--- src/rtl/fft_stage_ctrl.sv ---
// Frame sequencer for one 16-sample-block FFT butterfly stage: issues NUM_BLK blocks, counts their returns.
// Define FFT_CTRL_ERR_EN to add the sticky protocol-error output err.
module fft_stage_ctrl #(
  parameter int NUM_BLK = 32,
  parameter int IW      = $clog2(NUM_BLK)
) (
  input  logic          clk,
  input  logic          rst,
  input  logic          start,
  input  logic          din_valid,
  output logic          din_ready,
  output logic          bfly_valid_in,
  input  logic          bfly_valid_out,
  output logic [IW-1:0] in_blk_idx,
  output logic [IW-1:0] out_blk_idx,
  output logic          busy,
  output logic          frame_done
`ifdef FFT_CTRL_ERR_EN
  ,
  output logic          err
`endif
);

  typedef enum logic [1:0] {IDLE, RUN, DRAIN, DONE} state_t;

  localparam logic [IW-1:0] LAST_IDX = IW'(NUM_BLK - 1);

  state_t        state_q, state_d;
  logic [IW-1:0] in_idx_q, in_idx_d;
  logic [IW-1:0] out_idx_q, out_idx_d;
  // out_idx saturates at LAST_IDX, so a separate flag records that the last block itself came back
  logic          ret_last_q, ret_last_d;
  logic          ret_cnt;
  logic          ret_final;

  always_comb begin
    state_d       = state_q;
    in_idx_d      = in_idx_q;
    out_idx_d     = out_idx_q;
    ret_last_d    = ret_last_q;
    din_ready     = (state_q == RUN);
    bfly_valid_in = din_valid & (state_q == RUN);
    busy          = (state_q != IDLE);
    frame_done    = (state_q == DONE);
    ret_cnt       = bfly_valid_out && ((state_q == RUN) || (state_q == DRAIN)) && !ret_last_q;
    ret_final     = ret_cnt && (out_idx_q == LAST_IDX);

    case (state_q)
      IDLE: begin
        if (start) begin
          state_d    = RUN;
          in_idx_d   = '0;
          out_idx_d  = '0;
          ret_last_d = 1'b0;
        end
      end
      RUN: begin
        if (bfly_valid_in) begin
          if (in_idx_q == LAST_IDX) begin
            state_d = DRAIN;
          end else begin
            in_idx_d = in_idx_q + IW'(1);
          end
        end
      end
      DRAIN: begin
        if (ret_last_q || ret_final) begin
          state_d = DONE;
        end
      end
      DONE: begin
        state_d = IDLE;
      end
      default: begin
        state_d = IDLE;
      end
    endcase

    if (ret_cnt) begin
      if (out_idx_q == LAST_IDX) begin
        ret_last_d = 1'b1;
      end else begin
        out_idx_d = out_idx_q + IW'(1);
      end
    end
  end

  always_ff @(posedge clk) begin
    if (rst) begin
      state_q    <= IDLE;
      in_idx_q   <= '0;
      out_idx_q  <= '0;
      ret_last_q <= 1'b0;
    end else begin
      state_q    <= state_d;
      in_idx_q   <= in_idx_d;
      out_idx_q  <= out_idx_d;
      ret_last_q <= ret_last_d;
    end
  end

  assign in_blk_idx  = in_idx_q;
  assign out_blk_idx = out_idx_q;

`ifdef FFT_CTRL_ERR_EN
  logic err_q, err_d;

  always_comb begin
    err_d = err_q;
    if (start && (state_q != IDLE)) begin
      err_d = 1'b1;
    end
    if (bfly_valid_out && ((state_q == IDLE) || (state_q == DONE))) begin
      err_d = 1'b1;
    end
    if (bfly_valid_out && ((state_q == RUN) || (state_q == DRAIN)) && ret_last_q) begin
      err_d = 1'b1;
    end
  end

  always_ff @(posedge clk) begin
    if (rst) begin
      err_q <= 1'b0;
    end else begin
      err_q <= err_d;
    end
  end

  assign err = err_q;
`endif

endmodule
--- config.mk ---
export PLATFORM = sky130hd
export DESIGN_NAME = fft_stage_ctrl
export DESIGN_NICKNAME = d
export VERILOG_FILES = /design/src/rtl/fft_stage_ctrl.sv
export SDC_FILE = /design/constraint.sdc
export NUM_CORES = 1
export LEC_CHECK = 0
export ABC_CLOCK_PERIOD_IN_PS = 2200
export CORE_MARGIN = 3
export CORE_UTILIZATION = 46
export DETAILED_ROUTE_END_ITERATION = 16
export GPL_TIMING_DRIVEN = 0
export PLACE_DENSITY = 0.72
export SYNTH_ARGS = -nofsm -noshare
export SYNTH_HDL_FRONTEND = slang
export SYNTH_SLANG_ARGS = --single-unit
export TNS_END_PERCENT = 10
--- constraint.sdc ---
create_clock -name clk -period 2.2 [get_ports clk]
set_input_delay 0.66 -clock clk [delete_from_list [all_inputs] [get_ports clk]]
set_output_delay 0.66 -clock clk [all_outputs]
set_load 0.005 [all_outputs]
==> reports/results.ini, run 1 <==
[timing]
worst_slack_ns=0.0193
setup_viol=0
slew_headroom_pct=68.4
finalHoldViolCount=0
fmax_mhz=459
period_needed_ns=2.18
fin_crit_sh_pct=99.1
final-max-slew-violation-count=0
skew_ns=0.00726
tightest_slew_ns=0.474

[logic_synthesis]
yosysWarnings=0
syn_avg_cell_area_um2=8.74
synth.most_common_cell=nor2_1
synth_mux_area_share_pct=4.09
synthCells=84
synthTopCellsByCount=15 x nor2_1, 13 x dfxtp_1, 9 x a21oi_1, 9 x ha_1
yosys_register_bits=13
yosys-top-cells-area=dfxtp_1 35%, ha_1 15%, nor2_1 7.7%
postSynth.asyncResetShare_pct=0
synth_ff_type=dfxtp_1
synthAdderAreaFrac_pct=15.3
synthesis.area_um2=734
synth_top_area_share_pct=35.4
synth_top_family_by_area=simple AND/OR/NAND/NOR gates
syn-num-nets=98
synth_edf_count=0
synth_xor_area_share_pct=3.58
synth.largest_area_cell=dfxtp_1
ys_seq_area_share_pct=35.4
yosys.area_share.simple_pct=24.7
netlist-cell-type-count=19
synth_compound_area_share_pct=14.3

[clocking]
clockBufferDepth=2
clk_pin_slew_worst_paths_ns=0.08
cts_hold_buf=0
cts_root_buffer=clkbuf_4
numCtsBuffers=3
tritoncts=built
htreeDepth=1
cts_sinks=13
clk_latency_ns=0.28

[cells_and_area]
area_delta_synth_final_pct=36.5
final_cells=122
fin_nets=122
seqCellArea_um2=265
final_area_um2=1000
nFillCells=118
antenna_cells=0
drive_above_1_share_pct=12.1
multi_input_area_um2=483
fin_util_pct=71.6

[routing]
routed_wl_mm=1.66
first_iter_violations=11
firstDrtPassIters=4
wl_per_cell_um=13.6
avgViaCountPerCell=5.65
final_antenna_net_count=0
drc=0
num_vias=689

[global_route]
grt.overflow.total=0
grt_max_degree=11
antenna_found_initial=0
first_global_vias=629
grt_pass1_wl_mm=2.68
grt_usage_pct=17.9

[placement]
placed_area_um2=933
place_inst=117
dpl.hpwl_mm=1.20
gp_congestion=0.786
dp_slack_ns=-0.279
port_buffers=18

[critical_path]
cp.required_ns=1.54
cp_max_fo=3
crit_path_end_kind=primary output
cpPeakStageDelay_ns=0.49
worstSetupStartpointType=primary input
cpMaxStageDelayCell=clkdlybuf4s50_1
cp_cell_sequence=clkdlybuf4s15_1 > and2_4 > clkdlybuf4s50_1
critPathKind=primary input to primary output
worstPathArrival_ns=1.52

[floorplanning]
start_util_pct=52.5
rows=13
dieHeight_um=46.0
fp.coreArea_um2=1400
io_pins=19
die_x_um=46.0
die-area_um2=2110

[power]
ir_worst_vdd_mv=0.881
p_total_mw=1.04
p_leak_nw=0.402
p_per_area_nw_per_um2=1040

[flow_run]
drv_cap=0

[worst_hold_path]
hold_path_class=flip-flop to flip-flop

[run_status]
status=finished clean

area by class of cell:
class                   count  share of cell area, %
clock buffers               4                   2.62
inverters                   4                   1.75
repair buffers             19                   18.7
flip-flops and latches     13                   26.5
well taps                  15                   1.87
plain buffers               1                  0.375
multi-input cells          66                   48.2
report_power, final:
group	switching (mW)	leakage [nW]	internal (mW)	total (mW)
sequential	0.0496	0.106	0.278	0.328
clock	0.0790	0.0150	0.0703	0.149
combinational	0.278	0.280	0.288	0.566
through the flow:
step,setup TNS (ns),hold WS (ns)
2_1_floorplan,0,0.476
3_3_place_gp,-0.256,0.480
3_5_place_dp,-0.279,0.489
4_1_cts,0,0.504
5_1_grt,-0.00511,0.533
6_report,0,0.502
worst max-delay path: cells and delay by family:
kind,cells,cell delay [ns]
buf+inv,2,0.70
simple gates,1,0.16
flip-flops by register name (all words and copies together), names as in the netlist:
signal	cells
out_blk_idx	5
state_q	2
ret_last_q	1
in_blk_idx	5
layout by cell type (no fill, tap or decap), types with 3 or more instances in the layout:
cell type / Yosys / layout
clkbuf_4: 0 / 3
a21oi_1: 9 / 9
dfxtp_1: 13 / 11
a211oi_1: 5 / 5
mux2i_1: 3 / 3
ha_1: 9 / 7
xnor2_1: 3 / 3
nand2_1: 4 / 4
nor2_1: 15 / 15
clkdlybuf4s50_1: 0 / 17
nand3_1: 5 / 5
per-layer routing:
metal | track usage [%] | vias up | wire [um]
met3 | 2.77 | 4 | 83
met2 | 31.3 | 19 | 817
met1 | 20.8 | 326 | 734
li1 | - | 340 | -
met4 | 8.52 | 0 | 25
met5 | 0 | - | 0
what timing repair did:
action | CTS | global route
resized for setup | 8 | 5
pin swaps | 0 | 0
setup endpoints to repair | 3 | 2
cloned | 0 | 0
buffers inserted | 1 | 0
final timing paths:
path,startpoint,end,slack [ns],depth (start not counted)
setup / recovery,din_valid,bfly_valid_in,0.02,3
hold / removal,out_blk_idx[3],out_blk_idx[3],0.50,1
setup reg to reg,out_blk_idx[0],out_blk_idx[2],0.30,7
hold reg to reg,out_blk_idx[3],out_blk_idx[3],0.50,1
cell families (layout without fill, tap and decap cells):
group                      count (synthesis)  count (layout)
and+or+nand+nor                           35              35
AOI/OAI and AO/OA                         16              16
DFF                                       13              13
adders and majority gates                  9               9
buffers and inverters                      5              28
xor gates and xnor gates                   3               3
muxes                                      3               3
Note: power is estimated with default switching activity, not from simulation.
==> run 2: changes to the inputs <==
- CTS_CLUSTER_DIAMETER: default -> 50
- SKIP_CTS_REPAIR_TIMING: default -> 1
==> run 2 against run 1 <==
- combinational power increased by 7.1%
- utilization increased by 2.3 points
- clock skew decreased by 0.00088 ns
- clock power about the same
- worst hold slack got worse by 0.0012 ns
- critical path type is now flip-flop to primary output
==> reports/results.ini, run 2 (synthesis gave the netlist of run 1 again) <==
[run_status]
status=finished clean

[critical_path]
cpMaxStageDelayCell=clkdlybuf4s50_1
cp.required_ns=1.54
cp_cell_sequence=inv_4 > ha_4 > and2_4 > clkdlybuf4s50_1
worstPathArrival_ns=1.50
cp_max_fo=4
critPathKind=flip-flop to primary output
cpPeakStageDelay_ns=0.49
worstSetupStartpointType=flip-flop
crit_path_end_kind=primary output
path_buf_inv=2
cp_top_family=buffers and inverters

[floorplanning]
rows=13
die_x_um=46.0
dieHeight_um=46.0
start_util_pct=52.5
die-area_um2=2110
io_pins=19
fp.coreArea_um2=1400

[timing]
fin_crit_sh_pct=98.1
tns_ns=0
fmax_mhz=463
worst_slack_ns=0.0415
setup_viol=0
period_needed_ns=2.16
final-max-slew-violation-count=0
tightest_slew_ns=0.485
skew_ns=0.00639
timing.hold.ws_ns=0.500
finalHoldViolCount=0
slew_headroom_pct=67.6

[cells_and_area]
nFillCells=108
layout_commonest_cell=clkdlybuf4s50_1
final_cell_mix=17 x clkdlybuf4s50_1, 15 x nor2_1, 11 x dfxtp_1
area_delta_synth_final_pct=40.9
antenna_cells=0
fin_nets=126
drive_above_1_share_pct=15.3

[clocking]
tritoncts=built
cts_root_buffer=clkbuf_4
cts_sinks=13
htreeDepth=1
clockBufferDepth=2
clk_latency_ns=0.28
clk_pin_slew_worst_paths_ns=0.08
numCtsBuffers=3

[global_route]
antenna_found_initial=0
grt_pass1_wl_mm=2.62
grt_usage_pct=17.5
grt_max_degree=11
grt.overflow.total=0
first_global_vias=618

[routing]
routed_wl_mm=1.66
wl_per_cell_um=13.2
top_layer_used=met4
met1Wirelength_um=739
first_iter_violations=17
wl_met3_um=77
firstDrtPassIters=5
final_antenna_net_count=0
dr_wl_met2_um=796
num_vias=696
avgViaCountPerCell=5.52
drc=0

[placement]
dp_slack_ns=-0.279
dpl.hpwl_mm=1.20
gp_congestion=0.786
port_buffers=18

[worst_hold_path]
hold_path_class=flip-flop to flip-flop

[power]
ir_worst_vdd_mv=0.897
p_total_mw=1.08
p_leak_nw=0.431
p_per_area_nw_per_um2=1040

[flow_run]
drv_cap=0

-- run 2: cell type report --
class                      count  area [um^2]  area share (%)
tap                           15         18.8            1.81
timing repair buffer          23          220            21.3
buffer                         1         3.75           0.363
sequential                    13          265            25.6
multi-input combinational     66          483            46.7
clock buffer                   4         26.3            2.54
inverter                       4         17.5            1.69
-- run 2: path summary, 6_finish.rpt --
kind,from,end,slack (ns),cells after the start
worst max-delay path,state_q[1],bfly_valid_in,0.04,4
worst max register to register,out_blk_idx[0],out_blk_idx[2],0.31,7
worst min register to register,out_blk_idx[4],out_blk_idx[4],0.50,2
worst min-delay path,out_blk_idx[4],out_blk_idx[4],0.50,2
-- run 2: through the flow --
stage / utilization (%) / std cells / area [um^2]
after CTS: 68.6 / 121 / 960
after global routing: 74.0 / 126 / 1030
after global placement: 66.7 / 117 / 933
after floorplan: - / 84 / 734
after detailed placement: 66.7 / 117 / 933
final: 74.0 / 126 / 1030
-- run 2: report_power, final --
| group | leakage, nW | switching [mW] | internal [mW] | total, mW |
|---|---|---|---|---|
| Sequential | 0.106 | 0.0480 | 0.278 | 0.326 |
| Clock | 0.0150 | 0.0784 | 0.0704 | 0.149 |
| Combinational | 0.310 | 0.280 | 0.326 | 0.606 |
-- run 2: routing by layer --
metal  global-route usage (%)  vias up
met1                     20.3      324
met4                     10.2        0
li1                         -      347
met5                        0        -
met3                     2.77        7
met2                     29.7       18
-- run 2: worst register-to-register path, delay by kind of cell (launching register included) --
| family | cells | cell delay, ns |
|---|---|---|
| AOI/OAI and AO/OA | 2 | 0.48 |
| DFF | 1 | 0.39 |
| and+or+nand+nor | 3 | 0.56 |
| adders and majority gates | 2 | 0.39 |
==> run 3: changes to the inputs <==
- PLACE_DENSITY: 0.72 -> default
- PLACE_DENSITY_LB_ADDON: default -> 0.2
==> run 3 against run 2 <==
- sequential power shrank 4%
- via count shrank 6.0%
- register-to-register slack gained 0.03 ns
- final area shrank 6.3%
- wire length shrank 8.4%
==> reports/results.ini, run 3 (synthesis gave the netlist of run 1 again) <==
[critical_path]
cpPeakStageDelay_ns=0.53
cp_top_family=buffers and inverters
worstSetupStartpointType=flip-flop
rr_worst_depth=7
r2r_start=in_blk_idx[0]
worstPathArrival_ns=1.53
crit_path_end_kind=primary output
cp_max_fo=9
cpMaxStageDelayCell=clkdlybuf4s50_1
ff2ff_setup_slack_ns=0.34
path_buf_inv=2
r2r_end=in_blk_idx[4]
critPathKind=flip-flop to primary output
cp.required_ns=1.54
cp_cell_sequence=inv_1 > ha_2 > clkdlybuf4s50_1

[global_route]
antenna_found_initial=0
met1_usage_pct=18.5
grt_max_degree=11
gr-usage-met3_pct=2.37
first_global_vias=582
grt_usage_pct=15.4
gr-usage-met2_pct=26.4
grt.overflow.total=0
grt_pass1_wl_mm=2.37
top_usage_layer=met2

[timing]
grt_setup_unrepaired=yes
finalHoldViolCount=0
skew_ns=0.00344
tns_ns=0
fmax_mhz=458
fin_crit_sh_pct=99.3
final-max-slew-violation-count=0
setup_viol=0
period_needed_ns=2.19
slew_headroom_pct=69.9
tightest_slew_ns=0.451

[placement]
placed_area_um2=933
port_buffers=18
dpl.hpwl_mm=1.13
gp_congestion=0.809

[flow_run]
drv_cap=0

[floorplanning]
dieHeight_um=46.0
fp.coreArea_um2=1400
io_pins=19
start_util_pct=52.5
die-area_um2=2110
die_x_um=46.0
rows=13

[cells_and_area]
layout_commonest_cell=clkdlybuf4s50_1
area_delta_synth_final_pct=32.0
final_area_um2=970
final_cell_mix=17 x clkdlybuf4s50_1, 15 x nor2_1, 11 x dfxtp_1
antenna_cells=0
fin_nets=121
drive_above_1_share_pct=8.49

[routing]
drc=0
final_antenna_net_count=0
num_vias=654
routed_wl_mm=1.52
avgViaCountPerCell=5.40
first_iter_violations=8
firstDrtPassIters=4
wl_per_cell_um=12.6

[run_status]
status=finished clean

[clocking]
cts_root_buffer=clkbuf_4
clockBufferDepth=2
cts_sinks=13
tritoncts=built
htreeDepth=1
numCtsBuffers=3
clk_latency_ns=0.27
clk_pin_slew_worst_paths_ns=0.09

[worst_hold_path]
hold_depth=2
hold_path_class=flip-flop to flip-flop
min_from=out_blk_idx[4]
whs_endpoint=out_blk_idx[4]

[power]
p_leak_nw=0.406
ir_worst_vdd_mv=0.635
p_per_area_nw_per_um2=983

run 3: cell types whose count changed in the layout (fill, tap and decap cells not counted):
cell,before,now
inv_4,1,0
dfxtp_4,1,0
ha_4,2,0
inv_2,1,0
inv_1,2,4
and2_1,1,2
and2_4,1,0
buf_4,5,0
ha_2,0,2
dfxtp_2,1,2
run 3: tightest hold or removal path, delay by kind of cell, from the launching register on:
family / cells / cell delay, ns
DFF: 1 / 0.33
AOI/OAI and AO/OA: 1 / 0.06
and+or+nand+nor: 1 / 0.07
run 3: cell type report:
class | instances | area (um^2)
clock buffers | 4 | 26.3
inverters | 4 | 15.0
flip-flops and latches | 13 | 263
fillers | 118 | 429
repair buffers | 18 | 183
multi-input cells | 66 | 460
plain buffers | 1 | 3.75
well taps | 15 | 18.8
run 3: per-layer routing:
metal / wire [um] / part of all wire [%]
met5: 0 / 0
met4: 13 / 0.85
met3: 61 / 4.0
met2: 749 / 49
met1: 697 / 46
run 3: worst max path at each step:
stage,startpoint,end,slack [ns],cells after the start
2_1_floorplan,in_blk_idx[0],in_blk_idx[4],0.51,7
5_1_grt,state_q[1],din_ready,-0.06,3
3_3_place_gp,din_valid,bfly_valid_in,-0.27,3
3_5_place_dp,din_valid,bfly_valid_in,-0.28,3
4_1_cts,din_valid,bfly_valid_in,-0.28,3
6_report,state_q[1],din_ready,0.01,3
run 3: metrics by stage:
step | hold slack [ns] | worst slack, ns | utilization [%] | cells | power, mW
final | 0.502 | 0.0146 | 69.3 | 121 | 0.953
after global routing | 0.538 | -0.0558 | 69.3 | 121 | 1.03
after detailed placement | 0.484 | -0.276 | 66.7 | 117 | 0.788
after global placement | 0.480 | -0.267 | 66.7 | 117 | 0.775
after CTS | 0.500 | -0.282 | 68.6 | 121 | 0.937
after floorplan | 0.476 | 0.511 | - | 84 | 0.622
run 3: where the power goes:
part	switching (mW)	leakage, nW	internal (mW)
Clock	0.0798	0.0150	0.0701
Sequential	0.0394	0.106	0.275
Combinational	0.247	0.285	0.242
Total	0.366	0.406	0.587
